==> src/rtl/assign_op_pkg.sv <==
// assign_op_pkg: shared types and default sizes for the compound-assignment
// accumulator.
//   acc_op_e    - 4-bit command opcode (code 15 is reserved and behaves as NOP)
//   acc_state_e - controller state (IDLE accepts commands, DIV waits on divider)
package assign_op_pkg;

    localparam int ACC_WIDTH = 32;
    localparam int ACC_OPW   = 16;

    typedef enum logic [3:0] {
        OP_NOP  = 4'd0,
        OP_LOAD = 4'd1,
        OP_ADD  = 4'd2,
        OP_SUB  = 4'd3,
        OP_MUL  = 4'd4,
        OP_DIV  = 4'd5,
        OP_MOD  = 4'd6,
        OP_AND  = 4'd7,
        OP_OR   = 4'd8,
        OP_XOR  = 4'd9,
        OP_SHL  = 4'd10,
        OP_SHR  = 4'd11,
        OP_ASHL = 4'd12,
        OP_ASHR = 4'd13,
        OP_CLR  = 4'd14,
        OP_RSVD = 4'd15
    } acc_op_e;

    typedef enum logic {
        ST_IDLE = 1'b0,
        ST_DIV  = 1'b1
    } acc_state_e;

endpackage

==> src/rtl/serial_divider.sv <==
// serial_divider: unsigned restoring divider, one quotient bit per clock.
//   clk, rst      - clock, synchronous active-low reset
//   start         - load dividend/divisor; iterations run on the next WIDTH edges
//   dividend      - numerator, sampled on the start edge
//   divisor       - denominator (non-zero), sampled on the start edge
//   done          - high during the cycle whose edge completes the last iteration
//   quotient      - final quotient, valid while done is high
//   remainder     - final remainder, valid while done is high
// quotient/remainder are the next-state values of the working registers, so the
// parent can capture them on the same edge that retires the last iteration.
module serial_divider #(
    parameter int WIDTH = 32
) (
    input  logic             clk,
    input  logic             rst,
    input  logic             start,
    input  logic [WIDTH-1:0] dividend,
    input  logic [WIDTH-1:0] divisor,
    output logic             done,
    output logic [WIDTH-1:0] quotient,
    output logic [WIDTH-1:0] remainder
);
    localparam int CW = $clog2(WIDTH);

    logic             running;
    logic [CW-1:0]    cnt;
    logic [WIDTH-1:0] q;      // dividend shifts out the top, quotient shifts in
    logic [WIDTH-1:0] r;
    logic [WIDTH-1:0] d;

    logic [WIDTH:0]   rs;
    logic [WIDTH:0]   diff;
    logic             ge;

    // Partial remainder is always < d, so 2r+1 fits in WIDTH+1 bits.
    always_comb begin
        rs        = {r, q[WIDTH-1]};
        diff      = rs - {1'b0, d};
        ge        = ~diff[WIDTH];
        quotient  = {q[WIDTH-2:0], ge};
        remainder = ge ? diff[WIDTH-1:0] : rs[WIDTH-1:0];
    end

    assign done = running && (cnt == CW'(WIDTH-1));

    always_ff @(posedge clk) begin
        if (!rst) begin
            running <= 1'b0;
            cnt     <= '0;
            q       <= '0;
            r       <= '0;
            d       <= '0;
        end else if (start && !running) begin
            running <= 1'b1;
            cnt     <= '0;
            q       <= dividend;
            r       <= '0;
            d       <= divisor;
        end else if (running) begin
            q   <= quotient;
            r   <= remainder;
            cnt <= cnt + 1'b1;
            if (done) running <= 1'b0;
        end
    end

endmodule

==> src/rtl/assign_op_accumulator.sv <==
// assign_op_accumulator: 32-bit register updated by a stream of compound-
// assignment commands (+= -= *= /= %= &= |= ^= <<= >>= >>>=, load, clear).
//   clk, rst     - clock, synchronous active-low reset
//   cmd_valid    - command present
//   cmd_ready    - command can be accepted (low while the divider runs)
//   cmd_op       - opcode (assign_op_pkg::acc_op_e)
//   cmd_operand  - operand, zero-extended to WIDTH
//   acc          - accumulator value
//   acc_valid    - one-cycle strobe after every completed operation
//   dz_err       - sticky divide-by-zero flag, cleared by reset or CLR
//   busy         - divider running (~cmd_ready)
module assign_op_accumulator
    import assign_op_pkg::*;
#(
    parameter int WIDTH = ACC_WIDTH,
    parameter int OPW   = ACC_OPW
) (
    input  logic             clk,
    input  logic             rst,
    input  logic             cmd_valid,
    output logic             cmd_ready,
    input  logic [3:0]       cmd_op,
    input  logic [OPW-1:0]   cmd_operand,
    output logic [WIDTH-1:0] acc,
    output logic             acc_valid,
    output logic             dz_err,
    output logic             busy
);
    acc_state_e       state, state_nxt;
    logic             is_mod, is_mod_nxt;
    logic [WIDTH-1:0] acc_nxt;
    logic             vld_nxt;
    logic             dz_nxt;
    logic             div_start;
    logic             div_done;
    logic [WIDTH-1:0] div_q, div_r;
    logic [WIDTH-1:0] x;
    logic [4:0]       sh;
    acc_op_e          op;

    assign x         = {{(WIDTH-OPW){1'b0}}, cmd_operand};
    assign sh        = x[4:0];
    assign op        = acc_op_e'(cmd_op);
    // Ready depends only on registered state: no path from cmd_valid.
    assign cmd_ready = (state == ST_IDLE);
    assign busy      = ~cmd_ready;

    serial_divider #(.WIDTH(WIDTH)) u_div (
        .clk       (clk),
        .rst       (rst),
        .start     (div_start),
        .dividend  (acc),
        .divisor   (x),
        .done      (div_done),
        .quotient  (div_q),
        .remainder (div_r)
    );

    always_comb begin
        state_nxt  = state;
        is_mod_nxt = is_mod;
        acc_nxt    = acc;
        vld_nxt    = 1'b0;
        dz_nxt     = dz_err;
        div_start  = 1'b0;
        case (state)
            ST_IDLE: begin
                if (cmd_valid) begin
                    vld_nxt = 1'b1;
                    case (op)
                        OP_LOAD: acc_nxt = x;
                        OP_ADD:  acc_nxt = acc + x;
                        OP_SUB:  acc_nxt = acc - x;
                        OP_MUL:  acc_nxt = acc * x;
                        OP_AND:  acc_nxt = acc & x;
                        OP_OR:   acc_nxt = acc | x;
                        OP_XOR:  acc_nxt = acc ^ x;
                        OP_SHL,
                        OP_ASHL: acc_nxt = acc << sh;
                        OP_SHR:  acc_nxt = acc >> sh;
                        OP_ASHR: acc_nxt = WIDTH'($signed(acc) >>> sh);
                        OP_CLR: begin
                            acc_nxt = '0;
                            dz_nxt  = 1'b0;
                        end
                        OP_DIV,
                        OP_MOD: begin
                            if (x == '0) begin
                                // completes at once with acc untouched
                                dz_nxt = 1'b1;
                            end else begin
                                vld_nxt    = 1'b0;
                                div_start  = 1'b1;
                                is_mod_nxt = (op == OP_MOD);
                                state_nxt  = ST_DIV;
                            end
                        end
                        default: ; // NOP and reserved
                    endcase
                end
            end
            ST_DIV: begin
                if (div_done) begin
                    acc_nxt   = is_mod ? div_r : div_q;
                    vld_nxt   = 1'b1;
                    state_nxt = ST_IDLE;
                end
            end
            default: state_nxt = ST_IDLE;
        endcase
    end

    always_ff @(posedge clk) begin
        if (!rst) begin
            state     <= ST_IDLE;
            is_mod    <= 1'b0;
            acc       <= '0;
            acc_valid <= 1'b0;
            dz_err    <= 1'b0;
        end else begin
            state     <= state_nxt;
            is_mod    <= is_mod_nxt;
            acc       <= acc_nxt;
            acc_valid <= vld_nxt;
            dz_err    <= dz_nxt;
        end
    end

endmodule

==> config.mk <==
export PLATFORM = sky130hd
export DESIGN_NAME = assign_op_accumulator
export DESIGN_NICKNAME = d
export VERILOG_FILES = /design/src/rtl/assign_op_pkg.sv /design/src/rtl/serial_divider.sv /design/src/rtl/assign_op_accumulator.sv
export SDC_FILE = /design/constraint.sdc
export NUM_CORES = 2
export LEC_CHECK = 0
export CORE_MARGIN = 1
export CORE_UTILIZATION = 45
export CTS_CLUSTER_SIZE = 12
export DETAILED_ROUTE_END_ITERATION = 6
export HOLD_SLACK_MARGIN = 0.08
export SYNTH_ARGS = -nofsm -noshare
export SYNTH_HDL_FRONTEND = slang
export SYNTH_SLANG_ARGS = --single-unit
==> constraint.sdc <==
create_clock -name clk -period 8.35 [get_ports clk]
set_input_delay 2.0875 -clock clk [delete_from_list [all_inputs] [get_ports clk]]
set_output_delay 2.0875 -clock clk [all_outputs]
set_load 0.02 [all_outputs]
==> results.tsv <==
stage	metric	value	unit
die	fp-row-count	86	
logic_synthesis	synth_seq_area_share	0.0961	
logic_synthesis	synth_warnings	0	
flow_run	cap_violations	0	
global_routing	grt_usage	0.387	
setup_path	crit_type	primary input to register	
routing	viasPerCell	6.22	
routing	num_vias	25100	
clocking	clk_pin_slew	0.07	ns
die	die_h	240	µm
clocking	ctsHoldBuffers	0	
setup_path	worst_setup_path_start_kind	primary input	
logic_synthesis	synthFlopType	dfxtp_1	
clocking	cts_max_level	4	
placement	post-place-cells	4001	
routing	drt_iter0_drc	2741	
setup_path	endpoint_kind	register	
status	status	complete, no violations	
sta	tightest_slew	1.15	ns
sta	fin_skew	0.0111	ns
final_layout	final_cells	4041	
final_layout	fin_nets	3758	
logic_synthesis	synthArstFlopShare	0	
sta	rsz0062_at_grt	no	
die	die_w	240	µm
sta	fmax	0.122	GHz
setup_path	critPathMaxFanout	13	
routing	drcViolationCount	0	
final_layout	area_delta_synth_final	13.2	%
placement	hpwl	84600	µm
logic_synthesis	synth.ff_latch_count	122	
clocking	clockBufferDepth	2	
logic_synthesis	ys_top_cells_by_count	nand2_1 (402), inv_1 (368), nor2_1 (361)	
placement	placed_area	0.0278	mm²
placement	numPortBuffers	58	
sta	final-setup-viol-count	0	
logic_synthesis	netlist.area_leader.share	0.241	
global_routing	grt_pass1_wl	163000	µm
global_routing	grt_max_degree	85	
placement	pre_cts_slack	-0.648	ns
clocking	cts_buffers	17	
global_routing	grt-ovfl-total	0	
sta	maxSlewHeadroom	0.219	
logic_synthesis	netlist_top_cells_area	fa_1 (24%), dfxtp_1 (9.6%), ha_1 (7.3%)	
logic_synthesis	synthCells	3198	
placement	place_congestion	1.04	
logic_synthesis	yosysTopAreaCell	fa_1	
clocking	cts_root_buf	clkbuf_16	
sta	slew_viol_final	0	
sta	hold_viol	0	
routing	routed_wl	110000	µm
power	vdd_ir_drop_max	194	µV
sta	timing.hold.ws	0.457	ns
logic_synthesis	syn-num-nets	3676	
power	power_leakage	12.5	nW
die	coreArea	0.0554	mm²
logic_synthesis	syn_area_per_cell	7.95	µm²
die	initial_core_util	0.459	
clocking	cts_sinks	122	
sta	layout_min_cycle_time	8.19	ns
logic_synthesis	synth.most_common_cell	nand2_1	
die	ioPinCount	59	
setup_path	worstPathRequired	8.68	ns
final_layout	final_cell_area	0.0288	mm²
power	p_per_area	222	mW/mm²
worst_hold_path	holdCritPathClass	register to register	
setup_path	worstPathArrival	8.51	ns
clocking	clock_latency	0.46	ns
sta	layout_setup_ws	0.162	ns
final_layout	drive_above_1_share	0.130	
logic_synthesis	synth-edff-count	0	
sta	finalCritPeriodShare	0.981	
routing	ant_nets	0	
logic_synthesis	yosysUniqueCellTypes	97	
die	die_area	0.0574	mm²
routing	wl_per_cell	27.2	µm
routing	drtPass1Iterations	6	
logic_synthesis	synth_area	0.0254	mm²
global_routing	grt_pass1_vias	24600	
clocking	tritoncts	yes	
global_routing	antenna_found_initial	4	
[metrics by stage]
stage | setup TNS [ns] | utilization | total power [mW]
3_3_place_gp | -5.27 | 0.502 | 5.21
2_1_floorplan | 0 | - | 3.36
3_5_place_dp | -5.67 | 0.502 | 5.24
6_report | 0 | 0.519 | 6.39
4_1_cts | 0 | 0.515 | 6.17
5_1_grt | 0 | 0.519 | 6.82
[worst max-delay path, cell delays in order]
cell and delay (ns):
clkdlybuf4s50_1 0.51, buf_12 0.17, nand2_1 0.08, fa_1 0.52
inv_1 0.06, fa_1 0.51, inv_1 0.06, fa_1 0.55
inv_1 0.06, fa_1 0.46, fa_1 0.50, inv_1 0.05
fa_1 0.48, inv_1 0.05, ha_1 0.30, and4_1 0.22
a21o_1 0.18, a21oi_2 0.13, a21bo_4 0.26, o21a_4 0.21
buf_4 0.15, xnor2_4 0.28, o211ai_1 0.20, a221oi_1 0.35
nor3_1 0.07
[cell usage in the layout (no fill, tap or decap), drive strengths merged, types with 26 or more instances in the layout]
cell / instances
a211oi: 80
a21oi: 157
a221oi: 26
and2: 42
buf: 245
clkdlybuf4s50: 47
dfxtp: 122
fa: 306
ha: 149
inv: 375
mux2: 32
mux2i: 101
mux4: 50
nand2: 402
nand3: 45
nor2: 362
nor3: 50
o21ai: 126
xnor2: 83
xor2: 28
[final timing paths]
check / startpoint / end / slack, ns / cells past startpoint
max: cmd_operand[9] / acc[20] / 0.16 / 25
max reg2reg: acc[7] / acc[20] / 1.06 / 23
min reg2reg: u_div.d[10] / u_div.d[10] / 0.46 / 2
min: u_div.d[10] / u_div.d[10] / 0.46 / 2
[sequential cells by signal (all words and copies together), names as in the netlist]
name           count
u_div.running      1
acc               32
dz_err             1
u_div.cnt          5
u_div.d           16
busy               1
u_div.q           32
acc_valid          1
u_div.r           32
is_mod             1
[what timing repair did]
action,CTS,global route
resized for setup,2,38
pin swaps,0,14
cloned,0,1
setup endpoints to repair,2,16
buffers inserted,0,7
[metal layers]
layer | share of wire | vias to the layer above | track usage
met2 | 0.44 | 1449 | 0.590
met1 | 0.41 | 12400 | 0.525
met3 | 0.099 | 244 | 0.0814
met5 | 0.000064 | - | 0
met4 | 0.051 | 2 | 0.175
li1 | - | 11000 | -
[logic make-up (layout without fill, tap and decap cells)]
| group | after synthesis | in the layout | share of synthesized area |
|---|---|---|---|
| AO/OA/AOI/OAI | 642 | 642 | 0.170 |
| XOR/XNOR | 111 | 111 | 0.0382 |
| adder cells (fa/ha/maj) | 455 | 455 | 0.314 |
| buffers and inverters | 622 | 716 | 0.0948 |
| flip-flops | 122 | 122 | 0.0961 |
| multiplexers | 183 | 183 | 0.0982 |
| other | 0 | 1 | 0 |
| AND/OR/NAND/NOR | 1063 | 1063 | 0.189 |
[area by class of cell]
cell class	count	area, µm²
Antenna cell	1	2.50
Clock buffer	22	484
Clock inverter	9	185
Fill cell	5393	26600
Inverter	386	1450
Multi-Input combinational cell	2454	20700
Sequential cell	122	2440
Tap cell	748	936
Timing Repair Buffer	299	2550
[report_power, final]
part,switching (mW),leakage [nW],internal (mW)
clock,0.310,0.327,0.562
sequential,0.0533,0.993,0.614
combinational,2.78,11.2,2.07
total,3.15,12.5,3.24
(Power assumes the default switching activity.)
